## config.mk

```make
export PLATFORM = sky130hd
export DESIGN_NAME = data_bus_arbiter
export DESIGN_NICKNAME = d
export VERILOG_FILES = /design/src/rtl/data_bus_arbiter.sv
export SDC_FILE = /design/constraint.sdc
export NUM_CORES = 1
export LEC_CHECK = 0
export ABC_AREA = 1
export BUFFER_PORTS_ARGS = -buffer_cell sky130_fd_sc_hd__buf_4
export CAP_MARGIN = 20
export CORE_AREA = 2 2 155 157
export DETAILED_ROUTE_END_ITERATION = 8
export DIE_AREA = 0 0 157 159
export PLACE_DENSITY = 0.7
export SETUP_SLACK_MARGIN = 0.1
export SYNTH_ARGS = -nofsm -noshare
export SYNTH_HDL_FRONTEND = slang
export SYNTH_SLANG_ARGS = --single-unit
```

## constraint.sdc

```tcl
create_clock -name clk -period 3.8 [get_ports clk]
set_input_delay 0.38 -clock clk [delete_from_list [all_inputs] [get_ports clk]]
set_output_delay 0.38 -clock clk [all_outputs]
set_load 0.02 [all_outputs]
```

## src/rtl/data_bus_arbiter.sv

```systemverilog
// Two-master round-robin arbiter for the shared data bus: decodes each granted
// address to data memory or the IO window and sequences the access to an ack.
module data_bus_arbiter #(
    parameter logic [31:0] DATA_LOW  = 32'h1001_0000,
    parameter logic [31:0] DATA_HIGH = 32'h1001_FFFF,
    parameter logic [31:0] IO_LOW    = 32'hFFFF_0000,
    parameter logic [31:0] IO_HIGH   = 32'hFFFF_FFFF,
    parameter int unsigned TIMEOUT   = 16
) (
    input  logic        clk,
    input  logic        rst,
    input  logic        m0_req,
    input  logic        m0_we,
    input  logic [31:0] m0_addr,
    input  logic [31:0] m0_wdata,
    output logic [31:0] m0_rdata,
    output logic        m0_ack,
    output logic        m0_err,
    input  logic        m1_req,
    input  logic        m1_we,
    input  logic [31:0] m1_addr,
    input  logic [31:0] m1_wdata,
    output logic [31:0] m1_rdata,
    output logic        m1_ack,
    output logic        m1_err,
    output logic [31:0] dm_addr,
    output logic [31:0] dm_wdata,
    output logic        dm_we,
    input  logic [31:0] dm_rdata,
    output logic [31:0] io_addr,
    output logic [31:0] io_wdata,
    output logic        io_we,
    output logic        io_re,
    input  logic [31:0] io_rdata,
    input  logic        io_ready
);

    typedef enum logic [1:0] {IDLE, MEM, IO, RESP} state_t;

    localparam logic [7:0]  TIMEOUT_CNT = 8'(TIMEOUT);
    localparam logic [31:0] DATA_SPAN   = DATA_HIGH - DATA_LOW;
    localparam logic [31:0] IO_SPAN     = IO_HIGH - IO_LOW;

    state_t      r_state, w_state_nxt;
    logic        r_gnt, w_gnt_nxt;
    logic        r_last, w_last_nxt;
    logic        r_we, w_we_nxt;
    logic [31:0] r_addr, w_addr_nxt;
    logic [31:0] r_wdata, w_wdata_nxt;
    logic [31:0] r_rdata, w_rdata_nxt;
    logic        r_err, w_err_nxt;
    logic        r_rd_mem, w_rd_mem_nxt;
    logic [7:0]  r_cnt, w_cnt_nxt, w_cnt_inc;

    logic        r_dm_we, w_dm_we_nxt;
    logic [31:0] r_dm_addr, w_dm_addr_nxt;
    logic [31:0] r_dm_wdata, w_dm_wdata_nxt;
    logic        r_io_we, w_io_we_nxt;
    logic        r_io_re, w_io_re_nxt;
    logic [31:0] r_io_addr, w_io_addr_nxt;
    logic [31:0] r_io_wdata, w_io_wdata_nxt;

    logic        w_arb_gnt, w_sel_we, w_in_data, w_in_io;
    logic [31:0] w_sel_addr, w_sel_wdata, w_resp_rdata;

    // On a tie the master that did not win last time is granted.
    assign w_arb_gnt   = (m0_req && m1_req) ? ~r_last : m1_req;
    assign w_sel_we    = w_arb_gnt ? m1_we    : m0_we;
    assign w_sel_addr  = w_arb_gnt ? m1_addr  : m0_addr;
    assign w_sel_wdata = w_arb_gnt ? m1_wdata : m0_wdata;

    // Offset-from-base compare: addresses below the base wrap to huge offsets.
    assign w_in_data = (w_sel_addr - DATA_LOW) <= DATA_SPAN;
    assign w_in_io   = (w_sel_addr - IO_LOW)   <= IO_SPAN;
    assign w_cnt_inc = r_cnt + 8'd1;

    always_comb begin
        // NOTE: every variable gets a default first so no latch is inferred.
        w_state_nxt  = r_state;
        w_gnt_nxt    = r_gnt;
        w_last_nxt   = r_last;
        w_we_nxt     = r_we;
        w_addr_nxt   = r_addr;
        w_wdata_nxt  = r_wdata;
        w_rdata_nxt  = r_rdata;
        w_err_nxt    = r_err;
        w_rd_mem_nxt = r_rd_mem;
        w_cnt_nxt    = r_cnt;
        case (r_state)
            IDLE: begin
                if (m0_req || m1_req) begin
                    w_gnt_nxt    = w_arb_gnt;
                    w_we_nxt     = w_sel_we;
                    w_addr_nxt   = w_sel_addr;
                    w_wdata_nxt  = w_sel_wdata;
                    w_rdata_nxt  = '0;
                    w_err_nxt    = 1'b0;
                    w_rd_mem_nxt = 1'b0;
                    w_cnt_nxt    = '0;
                    if (w_in_data) begin
                        w_state_nxt  = MEM;
                        w_rd_mem_nxt = ~w_sel_we;
                    end else if (w_in_io) begin
                        w_state_nxt = IO;
                    end else begin
                        w_state_nxt = RESP;
                        w_err_nxt   = 1'b1;
                    end
                end
            end
            MEM: w_state_nxt = RESP;
            IO: begin
                w_cnt_nxt = w_cnt_inc;
                if (io_ready) begin
                    w_state_nxt = RESP;
                    w_rdata_nxt = r_we ? '0 : io_rdata;
                end else if (w_cnt_inc == TIMEOUT_CNT) begin
                    w_state_nxt = RESP;
                    w_err_nxt   = 1'b1;
                end
            end
            RESP: begin
                w_last_nxt  = r_gnt;
                w_state_nxt = IDLE;
            end
            default: w_state_nxt = IDLE;
        endcase

        // Target-side outputs are registered from the next state.
        w_dm_we_nxt    = (w_state_nxt == MEM) && w_we_nxt;
        w_dm_addr_nxt  = (w_state_nxt == MEM) ? w_addr_nxt  : '0;
        w_dm_wdata_nxt = (w_state_nxt == MEM) ? w_wdata_nxt : '0;
        w_io_we_nxt    = (w_state_nxt == IO) && w_we_nxt;
        w_io_re_nxt    = (w_state_nxt == IO) && !w_we_nxt;
        w_io_addr_nxt  = (w_state_nxt == IO) ? w_addr_nxt  : '0;
        w_io_wdata_nxt = (w_state_nxt == IO) ? w_wdata_nxt : '0;
    end

    always_ff @(posedge clk) begin
        // NOTE: sequential state uses non-blocking assignments only.
        if (rst) begin
            r_state    <= IDLE;
            r_gnt      <= 1'b0;
            r_last     <= 1'b1;
            r_we       <= 1'b0;
            r_addr     <= '0;
            r_wdata    <= '0;
            r_rdata    <= '0;
            r_err      <= 1'b0;
            r_rd_mem   <= 1'b0;
            r_cnt      <= '0;
            r_dm_we    <= 1'b0;
            r_dm_addr  <= '0;
            r_dm_wdata <= '0;
            r_io_we    <= 1'b0;
            r_io_re    <= 1'b0;
            r_io_addr  <= '0;
            r_io_wdata <= '0;
        end else begin
            r_state    <= w_state_nxt;
            r_gnt      <= w_gnt_nxt;
            r_last     <= w_last_nxt;
            r_we       <= w_we_nxt;
            r_addr     <= w_addr_nxt;
            r_wdata    <= w_wdata_nxt;
            r_rdata    <= w_rdata_nxt;
            r_err      <= w_err_nxt;
            r_rd_mem   <= w_rd_mem_nxt;
            r_cnt      <= w_cnt_nxt;
            r_dm_we    <= w_dm_we_nxt;
            r_dm_addr  <= w_dm_addr_nxt;
            r_dm_wdata <= w_dm_wdata_nxt;
            r_io_we    <= w_io_we_nxt;
            r_io_re    <= w_io_re_nxt;
            r_io_addr  <= w_io_addr_nxt;
            r_io_wdata <= w_io_wdata_nxt;
        end
    end

    // Memory read data arrives one cycle after MEM, i.e. during RESP.
    assign w_resp_rdata = r_rd_mem ? dm_rdata : r_rdata;

    assign m0_ack   = (r_state == RESP) && !r_gnt;
    assign m1_ack   = (r_state == RESP) && r_gnt;
    assign m0_err   = m0_ack && r_err;
    assign m1_err   = m1_ack && r_err;
    assign m0_rdata = m0_ack ? w_resp_rdata : '0;
    assign m1_rdata = m1_ack ? w_resp_rdata : '0;

    assign dm_we    = r_dm_we;
    assign dm_addr  = r_dm_addr;
    assign dm_wdata = r_dm_wdata;
    assign io_we    = r_io_we;
    assign io_re    = r_io_re;
    assign io_addr  = r_io_addr;
    assign io_wdata = r_io_wdata;

endmodule

```

Word-level counts from Yosys, hierarchy flattened
Index checks and enable logic that the tools add are counted.
Storage, ports and cells
  register bits after elaboration: 242
  output and inout port bits: 199
Cells by class
  muxes and demuxes: 32
  equality and inequality tests: 10
  bitwise operators: 4
  add/sub/neg operators: 3
  reduce and logical (&&, ||, !) cells: 19
  order comparisons: 2
Operators by type and width (number)
  2-to-1 mux 32 bit: 12
  <= comparator 32 x 16 -> 1 bit (second input constant): 2
  one-hot mux 32 bit (2 select lines): 1
  subtractor 32 x 29 -> 32 bit (second input constant): 1
  subtractor 32 bit (second input constant): 1
  one-hot mux 8 bit (2 select lines): 1
  2-to-1 mux 1 bit: 11
  adder 8 x 1 -> 8 bit (second input constant): 1
  == test 8 x 5 -> 1 bit (second input constant): 1
  logical AND 1 bit: 8
  2-to-1 mux 2 bit: 4
  2-to-1 mux 8 bit: 1
  != test 2 bit (second input constant): 4
  one-hot mux 2 bit (4 select lines): 1
  == test 2 bit (second input constant): 3
  == test 2 x 1 -> 1 bit (second input constant): 2
  inverter 1 bit: 4
  AND reduction 2 bit: 2
  AND reduction 4 bit: 1
  OR reduction 2 bit: 2
  AND reduction 3 bit: 1
  logical NOT 1 bit: 2
  logical NOT 2 bit: 1
  one-hot mux 1 bit (2 select lines): 1
  other kinds (2): 2

Logic depth before layout (Yosys ltp)
  depth in word-level cells: 12
  mapped depth: 16
  mapped depth without buffers: 14

Worst setup path after synthesis
OpenSTA, ideal clock, no wires.
  path type: input-to-reg
  start point: input port m1_req
  end point: register r_dm_addr[12] (netlist: dm_addr[12])
  slack: 1785 ps
  required time: 3686 ps
  arrival: 1901 ps
  cell stages on the path: 15
  path buffers: 4
  cell sequence: buf_4 nand2_4 buf_8 clkinv_2 nand2_2 nand2_1 nand3_1 nor2_1 nand4_1 o21bai_4 nand2_4 nand2_4 buf_8 buf_12 nor2_2
Between the ends
  word-level cells in the longest chain between the ends: 12
Ends and longest elaborated chain
  start: declaration: RTL line 19  | input logic m1_req,
  logical AND 1 bit: RTL line 67  | assign w_arb_gnt = (m0_req && m1_req) ? ~r_last : m1_req;
  2-to-1 mux 1 bit: RTL line 67
  2-to-1 mux 32 bit: RTL line 69  | assign w_sel_addr = w_arb_gnt ? m1_addr : m0_addr;
  subtractor 32 bit: RTL line 74  | assign w_in_io = (w_sel_addr - IO_LOW) <= IO_SPAN;
  <= comparator 32 x 16 -> 1 bit: RTL line 74
  2-to-1 mux 1 bit: RTL line 103  | end else if (w_in_io) begin
  2-to-1 mux 2 bit: RTL line 100  | if (w_in_data) begin
  2-to-1 mux 2 bit: RTL line 91  | if (m0_req || m1_req) begin
  one-hot mux 2 bit (4 select lines): RTL line 89  | case (r_state)
  == test 2 x 1 -> 1 bit: RTL line 131  | w_dm_addr_nxt = (w_state_nxt == MEM) ? w_addr_nxt : '0;
  inverter 1 bit (no source line)
  OR reduction 2 bit (no source line)
  end signal: assignment: RTL line 171  | r_dm_addr <= w_dm_addr_nxt;
  end: declaration: RTL line 56  | logic [31:0] r_dm_addr, w_dm_addr_nxt;
Parallel ways exist; a longest one is shown, timed or not.
A chain may end at the register's enable or synchronous reset.

Worst setup path in the final report
  start point: register r_last
  end point: register r_io_wdata[3] (netlist: io_wdata[3])
Between the ends
  word-level cells in the longest chain between the ends: 12
Ends and longest elaborated chain
  start: declaration: RTL line 46  | logic r_last, w_last_nxt;
  start signal: assignment: RTL line 162  | r_last <= w_last_nxt;
  inverter 1 bit *: RTL line 67
  2-to-1 mux 1 bit *: RTL line 67
  2-to-1 mux 32 bit: RTL line 69
  subtractor 32 bit: RTL line 74
  <= comparator 32 x 16 -> 1 bit: RTL line 74
  2-to-1 mux 1 bit: RTL line 103
  2-to-1 mux 2 bit: RTL line 100
  2-to-1 mux 2 bit: RTL line 91
  one-hot mux 2 bit (4 select lines): RTL line 89
  == test 2 bit: RTL line 136  | w_io_wdata_nxt = (w_state_nxt == IO) ? w_wdata_nxt : '0;
  inverter 1 bit (no source line)
  OR reduction 2 bit (no source line)
  end signal: assignment: RTL line 176  | r_io_wdata <= w_io_wdata_nxt;
  end: declaration: RTL line 61  | logic [31:0] r_io_wdata, w_io_wdata_nxt;
Every way passes the cells marked *; elsewhere a longest branch is shown, timed or not.

==> reports/results.ini <==
[synth]
muxShareOfSynthArea=0.0339
synth.net_count=1413
synth_fa_ha_area_frac=0.00662
yosys.area.top_type_share=0.512
synth_seq_area_share=0.512
synth-seq-cells=242
synth_most_common_cell=dfxtp_1
synth_area_leaders=dfxtp_1 (51%), nor2_1 (9.2%), nand2_1 (8.1%)
yosysTopAreaCell=dfxtp_1
synth_commonest_cells=dfxtp_1 (242), nor2_1 (232), nand2_1 (205), o21ai_0 (114), inv_1 (96)
synth_ff_type=dfxtp_1
synthArstFlopShare=0
synth_edf_count=0
syn_area_per_cell_um2=7.82
synthSimpleGateAreaFrac=0.270
syn_area_um2=9460
postSynthCellCount=1209
synth_compound_gate_area_share=0.0917
yosys.cell_types.count=37
ys_warn_count=0
synth_top_family_by_area=simple AND/OR/NAND/NOR gates
synth-xor-area-share=0.000926

[sta]
slew_headroom=0.307
rsz0062_at_grt=false
max_clock_freq_mhz=338
hold_viol_final=0
fin_setup_tns_ns=0
report.final.slew_viol_count=0
finalCritPeriodShare=0.780
tightest_slew_ns=1.04
skew_ns=0.0188
setup_viol=0
period_needed_ns=2.96

[clock_network]
cts.sinks=242
clk_latency_ns=0.52
clk_pin_slew_ns=0.06
cts_tree=built
holdBufCountCts=0
cts_resized=0
cts_made_buffers=25
clock_path_buffers=3
postCtsSetupBuffers=0
cts_root_buffer=clkbuf_16
h-tree-depth=1

[global_routing]
first_global_vias=8659
grt_overflow=0
grt_max_degree=65
antenna_found_initial=0
grt_pass1_wl_um=45800
grt_usage=0.231

[floorplanning]
core-area_um2=23200
floorplan.initialDensity=0.408
fp.dieW_um=157
row_count=56
pin_count=398
die_area_um2=25000
die_y_um=159

[pwr]
clockPowerShare=0.275
total_power_mw=8.74
power.density_nw_per_um2=658
swShare=0.376
power_frac_seq=0.370
p_int_mw=5.45
comb_power_share=0.355
p_switching_mw=3.28
ir_drop_uv=656
p_leak_nw=6.18

[worst_setup_path]
critical_path_class=reg -> reg
critPathMaxFanout=64
crit_path_start=r_last$_SDFFE_PP1N_
cp.arrival_ns=3.38
reg2reg_from=r_last$_SDFFE_PP1N_
critPathRequiredTime_ns=4.21
worst_setup_path_end_kind=flip-flop
startpoint_type=flip-flop

[final_layout]
drive_above_1_share=0.327
diodes=0
nNetsFinal=1771
fill_cells=2128
syn_to_final_growth_pct=40.5

[route]
first_iter_violations=362
wl_um=30300
wl_per_cell_um=15.9
first_pass_iters=6
drc=0
via_count=9012
ant_nets=0
avgViaCountPerCell=4.74

[place]
hpwlAfterDp_um=21700
place_congestion=0.864
io_buffer_count=397

[min_path]
min-delay-start=io_rdata[18]
min_path_type=in -> reg

[run_status]
status=finished clean

[job]
maxCapViolCount=0

[logic make-up (layout without fill, tap and decap cells)]
logic type / Yosys count / count (layout)
flip-flops: 242 / 242
AND/OR/NAND/NOR: 588 / 588
buffers and inverters: 173 / 546
AO/OA/AOI/OAI: 168 / 168
adder cells (fa/ha/maj): 5 / 5
XOR/XNOR: 1 / 1
multiplexers: 32 / 32
[stage by stage]
step | area (um2) | util | setup WS, ns | instances | hold slack, ns
after detailed placement | 12500 | 0.538 | 0.766 | 1859 | 0.457
after global placement | 12500 | 0.538 | 0.864 | 1859 | 0.454
final | 13300 | 0.573 | 0.837 | 1901 | 0.139
after CTS | 13300 | 0.573 | 0.808 | 1901 | 0.116
after global routing | 13300 | 0.573 | 0.517 | 1901 | 0.134
after floorplan | 9460 | - | 1.78 | 1209 | 0.444
[path summary, 6_finish.rpt]
kind                            slack, ns  cells after the start                       end
worst max-delay path                 0.84                     10    io_wdata[3]$_SDFF_PP0_
worst min-delay path                 0.14                      3  r_rdata[18]$_SDFFE_PP0P_
worst max register to register       0.84                     10    io_wdata[3]$_SDFF_PP0_
worst min register to register       0.46                      2   r_rdata[0]$_SDFFE_PP0P_
[per-layer routing]
layer,part of all wire,up-vias,global-route usage
met2,0.49,363,0.416
met3,0.11,57,0.0890
met4,0.029,0,0.0751
met1,0.37,4094,0.246
met5,0,-,0
li1,-,4498,-
[registers in the layout, summed over array words and instances, names as in the netlist]
signal and count:
dm_addr 32, dm_wdata 32, io_addr 32, io_wdata 32, r_addr 32, r_rdata 32
r_wdata 32, r_cnt 8, r_state 2, dm_we 1, io_re 1, io_we 1
r_err 1, r_gnt 1, r_last 1, r_rd_mem 1, r_we 1
[worst max-delay path: stages, from the launching register on]
cell	delay, ns
dfxtp_1	0.39
nand2_4	0.15
nand2_4	0.40
nand2_1	0.13
nand2_1	0.11
nand2_1	0.06
nor2_1	0.15
nand4_1	0.18
o21bai_4	0.25
nand3_4	0.69
nor2_1	0.35
[cells in the final DEF (no fill, tap or decap), types with 5 or more instances in the layout]
cell / n
o21ai_0: 114
mux2i_1: 32
inv_1: 96
nand2_2: 7
ha_1: 5
clkbuf_16: 25
buf_4: 404
clkinv_2: 6
nor2_1: 231
a21oi_1: 47
clkbuf_1: 6
dfxtp_1: 241
nand2_1: 205
nand3_1: 67
nor2_2: 53
nor3_1: 5
nand3b_1: 5
[cell type report]
| type | instances | area [um2] | area share |
|---|---|---|---|
| clock buffer | 32 | 662 | 0.0498 |
| sequential | 242 | 4850 | 0.365 |
| timing repair buffer | 405 | 3050 | 0.230 |
| multi-input combinational | 794 | 3820 | 0.287 |
| tap | 319 | 399 | 0.0300 |
| inverter | 99 | 373 | 0.0281 |
| clock inverter | 10 | 135 | 0.0102 |
[power groups by stage]
| stage | registers [mW] | clock network, mW | logic, mW |
|---|---|---|---|
| 5_1_grt | 3.27 | 2.57 | 3.41 |
| 4_1_cts | 3.23 | 2.47 | 3.14 |
| 6_report | 3.23 | 2.40 | 3.10 |
| 3_3_place_gp | 3.28 | 0 | 3.09 |
| 2_1_floorplan | 3.56 | 0 | 1.85 |
| 3_5_place_dp | 3.28 | 0 | 3.12 |
(Power assumes the default switching activity.)
